===== src/rtl/if_stage.sv =====
// Instruction fetch stage with IF/ID register, req/ack imem handshake, one-word skid for decode stalls.
// Optional IF_PERF_CNT_EN adds saturating fetch_count / stall_count outputs.
module if_stage #(
  parameter logic [31:0] RESET_PC  = 32'h0000_0000,
  parameter logic [31:0] NOP_INSTR = 32'h0000_0000
) (
  input  logic        clk,
  input  logic        rst,
  input  logic        freeze,
  input  logic        flush,
  input  logic [31:0] branch_addr,
  output logic        imem_req,
  output logic [31:0] imem_addr,
  input  logic        imem_ack,
  input  logic [31:0] imem_rdata,
  output logic [31:0] PC,
  output logic [31:0] Instruction,
  output logic        inst_valid
`ifdef IF_PERF_CNT_EN
  ,
  output logic [31:0] fetch_count,
  output logic [31:0] stall_count
`endif
);

  typedef enum logic [1:0] {S_IDLE, S_FETCH, S_HOLD, S_DRAIN} state_t;

  state_t      r_state, w_state;
  logic [31:0] r_pc, w_pc;
  logic [31:0] r_req_addr, w_req_addr;
  logic        r_req, w_req;
  logic [31:0] r_skid, w_skid;
  logic        r_skid_vld, w_skid_vld;
  logic [31:0] r_if_pc, r_if_instr;
  logic        r_if_vld;
  logic        w_ack, w_bubble, w_load, w_load_vld;
  logic [31:0] w_load_pc, w_load_instr;

  // ack is only meaningful while a request is outstanding
  assign w_ack = r_req & imem_ack;

  always_comb begin
    w_state      = r_state;
    w_pc         = r_pc;
    w_req_addr   = r_req_addr;
    w_req        = r_req;
    w_skid       = r_skid;
    w_skid_vld   = r_skid_vld;
    w_bubble     = 1'b0;
    w_load       = 1'b0;
    w_load_vld   = 1'b0;
    w_load_pc    = r_req_addr + 32'd4;
    w_load_instr = imem_rdata;
    case (r_state)
      S_IDLE: begin
        w_state    = S_FETCH;
        w_req_addr = r_pc;
        w_req      = 1'b1;
      end
      S_FETCH: begin
        if (flush && w_ack) begin
          w_bubble   = 1'b1;
          w_pc       = branch_addr;
          w_req_addr = branch_addr;
        end else if (flush) begin
          w_bubble = 1'b1;
          w_pc     = branch_addr;
          w_state  = S_DRAIN;
        end else if (w_ack && !freeze) begin
          w_load     = 1'b1;
          w_load_vld = 1'b1;
          w_pc       = r_req_addr + 32'd4;
          w_req_addr = r_req_addr + 32'd4;
        end else if (w_ack) begin
          w_skid     = imem_rdata;
          w_skid_vld = 1'b1;
          w_req      = 1'b0;
          w_state    = S_HOLD;
        end else if (!freeze) begin
          w_bubble = 1'b1;
        end
      end
      S_HOLD: begin
        if (flush) begin
          w_skid_vld = 1'b0;
          w_bubble   = 1'b1;
          w_pc       = branch_addr;
          w_req_addr = branch_addr;
          w_req      = 1'b1;
          w_state    = S_FETCH;
        end else if (!freeze) begin
          w_load       = 1'b1;
          w_load_vld   = r_skid_vld;
          w_load_pc    = r_pc + 32'd4;
          w_load_instr = r_skid;
          w_skid_vld   = 1'b0;
          w_pc         = r_pc + 32'd4;
          w_req_addr   = r_pc + 32'd4;
          w_req        = 1'b1;
          w_state      = S_FETCH;
        end
      end
      S_DRAIN: begin
        // stale response is thrown away; a late flush just retargets pc
        if (flush) w_pc = branch_addr;
        if (w_ack) begin
          w_req_addr = flush ? branch_addr : r_pc;
          w_state    = S_FETCH;
        end
        if (flush || !freeze) w_bubble = 1'b1;
      end
      default: w_state = S_IDLE;
    endcase
  end

  always_ff @(posedge clk or negedge rst) begin
    if (!rst) begin
      r_state    <= S_IDLE;
      r_pc       <= RESET_PC;
      r_req_addr <= RESET_PC;
      r_req      <= 1'b0;
      r_skid     <= 32'h0;
      r_skid_vld <= 1'b0;
      r_if_pc    <= 32'h0;
      r_if_instr <= NOP_INSTR;
      r_if_vld   <= 1'b0;
    end else begin
      r_state    <= w_state;
      r_pc       <= w_pc;
      r_req_addr <= w_req_addr;
      r_req      <= w_req;
      r_skid     <= w_skid;
      r_skid_vld <= w_skid_vld;
      if (w_bubble) begin
        r_if_pc    <= 32'h0;
        r_if_instr <= NOP_INSTR;
        r_if_vld   <= 1'b0;
      end else if (w_load) begin
        r_if_pc    <= w_load_pc;
        r_if_instr <= w_load_instr;
        r_if_vld   <= w_load_vld;
      end
    end
  end

  assign imem_req    = r_req;
  assign imem_addr   = r_req_addr;
  assign PC          = r_if_pc;
  assign Instruction = r_if_instr;
  assign inst_valid  = r_if_vld;

`ifdef IF_PERF_CNT_EN
  logic [31:0] r_fetch_cnt, r_stall_cnt;

  always_ff @(posedge clk or negedge rst) begin
    if (!rst) begin
      r_fetch_cnt <= 32'h0;
      r_stall_cnt <= 32'h0;
    end else begin
      if (!w_bubble && w_load && w_load_vld && r_fetch_cnt != 32'hFFFF_FFFF)
        r_fetch_cnt <= r_fetch_cnt + 32'd1;
      if (r_req && !imem_ack && r_stall_cnt != 32'hFFFF_FFFF)
        r_stall_cnt <= r_stall_cnt + 32'd1;
    end
  end

  assign fetch_count = r_fetch_cnt;
  assign stall_count = r_stall_cnt;
`endif

endmodule


===== config.mk =====
export PLATFORM = sky130hd
export DESIGN_NAME = if_stage
export DESIGN_NICKNAME = d
export VERILOG_FILES = /design/src/rtl/if_stage.sv
export SDC_FILE = /design/constraint.sdc
export NUM_CORES = 1
export LEC_CHECK = 0
export BUFFER_PORTS_ARGS = -buffer_cell sky130_fd_sc_hd__buf_2
export CELL_PAD_IN_SITES_DETAIL_PLACEMENT = 0
export CELL_PAD_IN_SITES_GLOBAL_PLACEMENT = 2
export CORE_UTILIZATION = 35
export DETAILED_ROUTE_END_ITERATION = 6
export HOLD_SLACK_MARGIN = 0.02
export PLACE_DENSITY_LB_ADDON = 0.25
export REMOVE_ABC_BUFFERS = 1
export SKIP_CTS_REPAIR_TIMING = 1
export SYNTH_ARGS = -nofsm -noshare
export SYNTH_HDL_FRONTEND = slang
export SYNTH_SLANG_ARGS = --single-unit
export TNS_END_PERCENT = 5

===== constraint.sdc =====
create_clock -name clk -period 3 [get_ports clk]
set_clock_uncertainty 0.15 [all_clocks]
set_input_delay 0.45 -clock clk [delete_from_list [all_inputs] [get_ports clk]]
set_output_delay 0.45 -clock clk [all_outputs]
set_load 0.005 [all_outputs]

==> results of run 1 <==
-- area by class of cell --
type	count	share of cell area, %
clock inverters	10	0.9733
multi-input cells	942	46.74
inverters	14	0.4129
repair buffers	237	11.98
well taps	390	3.834
flip-flops and latches	165	32.44
clock buffers	21	3.618
-- state kept, by name, summed over array words and instances, names as in the netlist --
name         cells
imem_req         1
inst_valid       1
r_skid_vld       1
imem_addr       32
r_skid          32
r_state          2
Instruction     32
PC              32
r_pc            32
-- cells in the mapped netlist, types with 5 or more instances --
| cell type | number | share of area, % |
|---|---|---|
| xor2_1 | 18 | 1.5 |
| nand2_1 | 160 | 5.7 |
| ha_1 | 6 | 0.71 |
| a21o_1 | 5 | 0.36 |
| or3_1 | 17 | 1.0 |
| clkbuf_1 | 77 | 2.7 |
| nor3_1 | 21 | 1.0 |
| a22oi_1 | 5 | 0.36 |
| and3_1 | 10 | 0.59 |
| nand2b_1 | 28 | 1.7 |
| a31oi_1 | 21 | 1.2 |
| o31ai_1 | 5 | 0.36 |
| dfrtp_1 | 165 | 39 |
| o21ai_0 | 138 | 6.5 |
| nor4_1 | 17 | 1.0 |
| buf_1 | 11 | 0.39 |
| and2_1 | 5 | 0.30 |
| a221oi_1 | 20 | 1.7 |
| buf_2 | 19 | 0.90 |
| nor2_1 | 93 | 3.3 |
| o22ai_1 | 10 | 0.59 |
| or2_2 | 6 | 0.36 |
| nand3_1 | 34 | 1.6 |
| mux2_2 | 38 | 4.1 |
| xnor2_1 | 37 | 3.1 |
| a211oi_1 | 7 | 0.50 |
| inv_1 | 11 | 0.39 |
| o211ai_1 | 35 | 2.5 |
| mux2i_1 | 57 | 5.4 |
| a21oi_1 | 60 | 2.8 |
| nand4_1 | 21 | 1.2 |
-- per-layer routing --
| layer | global-route usage (%) | part of all wire [%] |
|---|---|---|
| met1 | 34.64 | 46 |
| met4 | 7.246 | 2.0 |
| met3 | 3.312 | 5.5 |
| met5 | 0 | 0 |
| met2 | 39.34 | 46 |
-- metrics by stage --
stage	hold slack [ns]	utilization, %	total power, mW
floorplan	0.004409	-	6.298
global placement	0.2406	40.94	8.372
detailed placement	0.2460	40.94	8.393
CTS	-0.2259	42.91	10.71
global route	0.09325	42.94	11.39
finish	0.1062	42.94	10.65
-- power groups by stage --
stage,clock (mW),sequential [mW],combinational (mW)
after floorplan,0,3.56,2.74
after global placement,0,3.76,4.61
after detailed placement,0,3.75,4.64
after CTS,2.33,3.72,4.66
after global routing,2.40,3.84,5.14
final,2.27,3.73,4.65
-- worst paths after layout --
path | start | depth (start not counted) | slack, ns | endpoint
min in group asynchronous | rst | 2 | 0.34 | Instruction[28]
setup / recovery | imem_addr[8] | 7 | 0.33 | r_pc[27]
hold reg to reg | Instruction[12] | 2 | 0.32 | Instruction[12]
hold / removal | imem_rdata[6] | 2 | 0.11 | r_skid[6]
max in group asynchronous | rst | 3 | 1.57 | imem_addr[28]
setup reg to reg | imem_addr[8] | 7 | 0.33 | r_pc[27]
-- logic make-up (layout without fill, tap and decap cells) --
kind of cell	after synthesis	after routing	share of synthesized area, %
and+or+nand+nor	443	443	20.98
AOI/OAI and AO/OA	343	343	20.28
DFF	165	165	39.09
buffers and inverters	126	282	4.916
muxes	95	95	9.454
xor gates and xnor gates	55	55	4.561
adders and majority gates	6	6	0.7108
==> results.cfg, run 1 <==
[run]
cap_viol_max_count = 0

[sta]
max_freq_mhz = 374.0
slew_violations = 0
post-route-period-util_pct = 89.12
setup-violations-final = 0
worst_pin_slew_ns = 0.5973
rsz0062_at_grt = no
relSlewSlack_pct = 59.81
fin_tns_setup_ns = 0
finalHoldViolations = 0
timing.final.ws_setup_ns = 0.3264
final.min_clock_period_ns = 2.674

[drt]
postRouteAntennaNets = 0
routed_via_density = 5.678
wl_per_cell_um = 21.18
drc = 0
wirelength_um = 37690
dr.pass1.iters = 5
vias = 10102
drt-initial-drc-count = 625

[global_route]
grt_first_pass_wirelength_um = 58310
grt_pass1_vias = 9635
antenna_found_initial = 0
gr-total-overflow = 0
grt.total_usage_pct = 24.67
grt_max_degree = 73

[setup_path]
worst_ep_required_time_ns = 3.19
path_delay_family = simple AND/OR/NAND/NOR gates
crit_path_end_kind = flip-flop
cp_slowest_stage_delay_ns = 0.64
path_buf_inv = 1
path_max_fanout = 10
crit_chain = nand3_2, or3_1, nor4_1, buf_4, xor2_1, nor2_1, o31ai_1
start_kind = flip-flop
worstSetupPathType = reg2reg
worstPathArrival_ns = 2.86
slowest_stage = or3_1

[layout]
final_cell_mix = dfrtp_1 (165), buf_2 (164), nand2_1 (159)
regArea_um2 = 4129
fin_nets = 1452
syn_to_final_growth_pct = 20.51
drive_gt1_share_pct = 24.12
fin_cells = 1779
multi_input_area_um2 = 5948
antenna_cells = 0
fill_cells = 3012
final_cell_area_um2 = 12730
final_common_cell = dfrtp_1

[power_and_ir_drop]
p_clk_share_pct = 21.3
internal_power_mw = 5.989
irDropWorstVdd_mv = 0.4563
p_sw_share_pct = 43.78
power_density_nw_per_um2 = 837.0
p_switching_mw = 4.664
combPwrFrac_pct = 43.7
cellLeakagePower_nw = 5.869
seqPwrFrac_pct = 35.1

[min_path]
hold_class = in2reg

[die]
die_h_um = 175.7
core_um2 = 29640
die-area_um2 = 30870
start_util_pct = 35.63
io_pins = 167
rows = 63
die_w_um = 175.7

[synthesis]
ys.flop_type = dfrtp_1
synth_edf_count = 0
synthArstFlopShare_pct = 100.0
syn_area_per_cell_um2 = 8.566
netlist-cell-type-count = 72
syn_inst = 1233
yosysSeqAreaShare_pct = 39.09
yosys_warnings = 0
synthesis.area_um2 = 10560
synth_seq_cells = 165

[clock_tree]
cts_made_buffers = 17
clk_pin_slew_worst_paths_ns = 0.07
htree_num_levels = 4
clkLatencyLatePin_ns = 0.44
cts_tree = done
cts_sinks = 165
cts_root_buf = clkbuf_16
cts_buffer_depth = 2

[placed_design]
port_buffers = 166
placed_cells = 1747
pre_cts_ws_ns = 0.4144
hpwl_um = 26280
placed_area_um2 = 12130
gp_congestion = 0.8783

[status]
outcome = complete, no violations
No activity file was read; power rests on OpenSTA's default activity.
==> run 2, diff against run 1 <==
--- a/config.mk
+++ b/config.mk
@@ -6,7 +6,8 @@
 export NUM_CORES = 1
 export LEC_CHECK = 0
 export BUFFER_PORTS_ARGS = -buffer_cell sky130_fd_sc_hd__buf_2
-export CELL_PAD_IN_SITES_DETAIL_PLACEMENT = 0
+export CAP_MARGIN = 20
+export CELL_PAD_IN_SITES_DETAIL_PLACEMENT = 1
 export CELL_PAD_IN_SITES_GLOBAL_PLACEMENT = 2
 export CORE_UTILIZATION = 35
 export DETAILED_ROUTE_END_ITERATION = 6
==> results.cfg, run 2 (synthesis results as in run 1) <==
[status]
outcome = complete, no violations

[sta]
final.min_clock_period_ns = 2.703
max_freq_mhz = 370.0
setup-violations-final = 0
slew_violations = 0
post-route-period-util_pct = 90.09
finalHoldViolations = 0
worst_pin_slew_ns = 0.6797
relSlewSlack_pct = 54.11
whs_ns = 0.1100
timing.final.ws_setup_ns = 0.2972
rsz0062_at_grt = no

[setup_path]
crit_path_end_kind = flip-flop
slowest_stage = nor4_1
cpMostUsedCell = nor4_1
start_kind = flip-flop
path_max_fanout = 7
worstPathArrival_ns = 2.91
path_delay_family = simple AND/OR/NAND/NOR gates
worstSetupPathType = reg2reg
crit_chain = ha_1, nand3_2, buf_4, nor4_1, nor2_1, nor4_1, a21oi_1, o21ai_0
path_buf_inv = 1
cp_slowest_stage_delay_ns = 0.60
worst_ep_required_time_ns = 3.20

[die]
die-area_um2 = 30870
rows = 63
io_pins = 167
core_um2 = 29640
start_util_pct = 35.63
die_h_um = 175.7
die_w_um = 175.7

[global_route]
antenna_found_initial = 0
grt_max_degree = 73
grt_first_pass_wirelength_um = 61510
grt.total_usage_pct = 25.85
gr-total-overflow = 0
grt_pass1_vias = 10456

[drt]
drt-initial-drc-count = 632
routed_via_density = 5.765
vias = 10262
dr.pass1.iters = 5
route.met3.wl_um = 1714
postRouteAntennaNets = 0
dr.max_layer_used = met4
wl_per_cell_um = 22.15
wirelength_um = 39420
wl_met1_um = 18610
drc = 0
routed-wl-met2_um = 18470

[layout]
drive_gt1_share_pct = 24.17
fin_nets = 1452
syn_to_final_growth_pct = 20.38
fin_cells = 1780
final_common_cell = dfrtp_1
final_cell_mix = dfrtp_1 (165), buf_2 (164), nand2_1 (159)
antenna_cells = 0
final_cell_area_um2 = 12710

[min_path]
hold_class = in2reg

[power_and_ir_drop]
cellLeakagePower_nw = 5.858
irDropWorstVdd_mv = 0.4247
power_density_nw_per_um2 = 841.9

[placed_design]
placed_cells = 1747
placed_area_um2 = 12130
hpwl_um = 27780
gp_congestion = 0.8783
pre_cts_ws_ns = 0.3844
port_buffers = 166

[clock_tree]
clkLatencyLatePin_ns = 0.44
cts_tree = done
cts_sinks = 165
clk_pin_slew_worst_paths_ns = 0.07
cts_made_buffers = 17
htree_num_levels = 4
cts_root_buf = clkbuf_16
cts_buffer_depth = 2

[run]
cap_viol_max_count = 0
-- run 2: worst paths after layout --
| path | from | end | slack [ns] | depth (start not counted) |
|---|---|---|---|---|
| max in group asynchronous | rst | imem_addr[20] | 1.58 | 3 |
| min in group asynchronous | rst | Instruction[28] | 0.35 | 2 |
| worst min register to register | Instruction[25] | Instruction[25] | 0.32 | 2 |
| worst min-delay path | imem_rdata[21] | r_skid[21] | 0.11 | 2 |
| worst max-delay path | r_pc[3] | imem_addr[16] | 0.30 | 8 |
| worst max register to register | r_pc[3] | imem_addr[16] | 0.30 | 8 |
-- run 2: metrics by stage --
| step | TNS [ns] | util [%] | power [mW] |
|---|---|---|---|
| 2_1_floorplan | -154.24 | - | 6.298 |
| 3_3_place_gp | 0 | 40.94 | 8.372 |
| 3_5_place_dp | 0 | 40.94 | 8.465 |
| 4_1_cts | 0 | 42.86 | 10.72 |
| 5_1_grt | 0 | 42.90 | 11.40 |
| 6_report | 0 | 42.90 | 10.70 |
-- run 2: power by group --
part,switching (mW),leakage [nW],internal [mW]
clock,0.999,0.269,1.22
combinational,2.80,3.47,1.93
sequential,0.970,2.12,2.79
-- run 2: cell type report --
class,instances,area [um^2]
clock buffer,22,474.2
clock inverter,10,96.34
fill,3560,16930
inverter,14,52.55
multi-input combinational,942,5948
sequential,165,4129
tap,390,488.0
timing repair buffer,237,1525
-- run 2: layer usage --
metal	vias up	track usage, %
li1	4738	-
met1	5197	35.91
met2	286	42.09
met3	41	3.398
met4	0	6.739
met5	-	0
==> run 3, diff against run 2 <==
--- a/config.mk
+++ b/config.mk
@@ -9,11 +9,12 @@
 export CAP_MARGIN = 20
 export CELL_PAD_IN_SITES_DETAIL_PLACEMENT = 1
 export CELL_PAD_IN_SITES_GLOBAL_PLACEMENT = 2
-export CORE_UTILIZATION = 35
+export CORE_UTILIZATION = 31
 export DETAILED_ROUTE_END_ITERATION = 6
 export HOLD_SLACK_MARGIN = 0.02
 export PLACE_DENSITY_LB_ADDON = 0.25
 export REMOVE_ABC_BUFFERS = 1
+export SETUP_SLACK_MARGIN = 0.3
 export SKIP_CTS_REPAIR_TIMING = 1
 export SYNTH_ARGS = -nofsm -noshare
 export SYNTH_HDL_FRONTEND = slang
==> constraint.sdc (replaced) <==
create_clock -name clk -period 2.21 [get_ports clk]
set_clock_uncertainty 0.15 [all_clocks]
set_input_delay 0.3315 -clock clk [delete_from_list [all_inputs] [get_ports clk]]
set_output_delay 0.3315 -clock clk [all_outputs]
set_load 0.005 [all_outputs]
==> results.cfg, run 3 (synthesis results as in run 1) <==
[placed_design]
hpwl_um = 31960
placed_area_um2 = 13710
placed_cells = 1988
port_buffers = 166
gp_congestion = 0.8841

[setup_path]
worstPathArrival_ns = 2.57
path_delay_family = compound AO/OA/AOI/OAI gates
path_max_fanout = 6
cpMostUsedCell = buf_4
rr_startpoint = r_state[0]
worst_ep_required_time_ns = 2.40
cp_slowest_stage_delay_ns = 0.45
r2r_end = r_pc[28]
crit_path_end_kind = flip-flop
crit_chain = inv_2, buf_4, ha_4, buf_4, buf_4, a211oi_1, nor3_2, a21o_1, a211o_1
slowest_stage = dfrtp_2
reg2reg_depth = 9
start_kind = flip-flop
reg2reg_slack_ns = -0.17
path_buf_inv = 4
worstSetupPathType = reg2reg

[power_and_ir_drop]
irDropWorstVdd_mv = 0.7441
power_density_nw_per_um2 = 1104
cellLeakagePower_nw = 7.323
power_mw = 17.23

[layout]
fill_cells = 3904
regArea_um2 = 4134
drive_gt1_share_pct = 39.29
final_cell_area_um2 = 15610
fin_nets = 1686
multi_input_area_um2 = 6623
final_common_cell = buf_4
syn_to_final_growth_pct = 47.76
final_cell_mix = buf_4 (231), buf_2 (165), dfrtp_1 (161)
antenna_cells = 0
fin_cells = 2072
final_util_pct = 46.54

[run]
cap_viol_max_count = 0

[sta]
worst_pin_slew_ns = 0.5372
fin_tns_setup_ns = -7.639
finalHoldViolations = 0
max_freq_mhz = 419.8
setup-violations-final = 100
rsz0062_at_grt = yes
slew_violations = 0
post-route-period-util_pct = 107.8
final.min_clock_period_ns = 2.382
relSlewSlack_pct = 63.74
timing.final.ws_setup_ns = -0.1720

[die]
die-area_um2 = 34810
die_w_um = 186.6
start_util_pct = 31.50
io_pins = 167
die_h_um = 186.6
rows = 67
core_um2 = 33530

[global_route]
antenna_found_initial = 0
gr-total-overflow = 0
grt.total_usage_pct = 25.19
grt_first_pass_wirelength_um = 67970
grt_max_degree = 83
grt_pass1_vias = 11567

[drt]
wl_per_cell_um = 22.41
wirelength_um = 46430
dr.pass1.iters = 5
vias = 11373
drt-initial-drc-count = 826
routed_via_density = 5.489
drc = 0
postRouteAntennaNets = 0

[min_path]
hold_path_depth = 3
hold_class = in2reg
holdPathEnd = r_pc[1]
worstHoldStart = branch_addr[1]

[clock_tree]
cts_tree = done
cts_made_buffers = 17
cts_sinks = 165
cts_buffer_depth = 2
clk_pin_slew_worst_paths_ns = 0.07
htree_num_levels = 4
cts_root_buf = clkbuf_16
clkLatencyLatePin_ns = 0.45

[status]
outcome = complete, but fails checks
violations = negative setup slack
[run 3: changes by cell type in the layout (fill, tap and decap cells not counted), moves of 7 or more]
cell,before,now
a221oi_1,20,4
a221oi_2,1,17
buf_12,12,24
buf_4,59,231
buf_6,1,13
dlygate4sd3_1,1,33
mux2_2,38,5
mux2_4,0,33
nor4_1,17,10
o21ai_0,137,76
o21ai_1,0,38
o21ai_2,0,23
[run 3: area by class of cell]
type                            instances  share of cell area, %
Clock buffer                           18                  2.750
Clock inverter                         14                  1.090
Inverter                               14                 0.3608
Multi-Input combinational cell        942                  42.44
Sequential cell                       165                  26.49
Tap cell                              448                  3.592
Timing Repair Buffer                  471                  23.28
[run 3: routing by layer]
layer | share of wire [%] | global-route usage [%] | vias up
met2 | 48 | 41.09 | 324
met5 | 0 | 0 | -
met4 | 2.6 | 7.881 | 0
met3 | 4.0 | 3.592 | 72
li1 | - | - | 5208
met1 | 45 | 34.37 | 5769
[run 3: stage by stage]
step / hold WS (ns) / setup slack, ns
2_1_floorplan: -0.1141 / -3.161
3_3_place_gp: 0.05976 / -0.1833
3_5_place_dp: 0.05534 / -0.2471
4_1_cts: -0.4375 / -0.2712
5_1_grt: 0.03269 / -0.2711
6_report: 0.03145 / -0.1720
[run 3: worst max-delay path by stage]
stage / startpoint / endpoint / slack (ns) / depth (start not counted)
finish: r_state[0] / r_pc[28] / -0.17 / 9
detailed placement: r_state[1] / PC[23] / -0.25 / 7
global placement: r_state[0] / PC[13] / -0.18 / 9
CTS: r_state[1] / PC[23] / -0.27 / 7
global route: r_state[0] / r_pc[28] / -0.27 / 9
floorplan: r_state[0] / PC[28] / -3.16 / 5
[run 3: where the power goes]
part / switching, mW / internal [mW]
registers: 0.752 / 3.80
logic: 5.24 / 4.30
clock network: 1.43 / 1.70
[run 3: tightest hold or removal path: cells and delay by family]
family	cells	cell delay (ns)
and+or+nand+nor	1	0.09
buffers and inverters	1	0.10
AOI/OAI and AO/OA	1	0.08
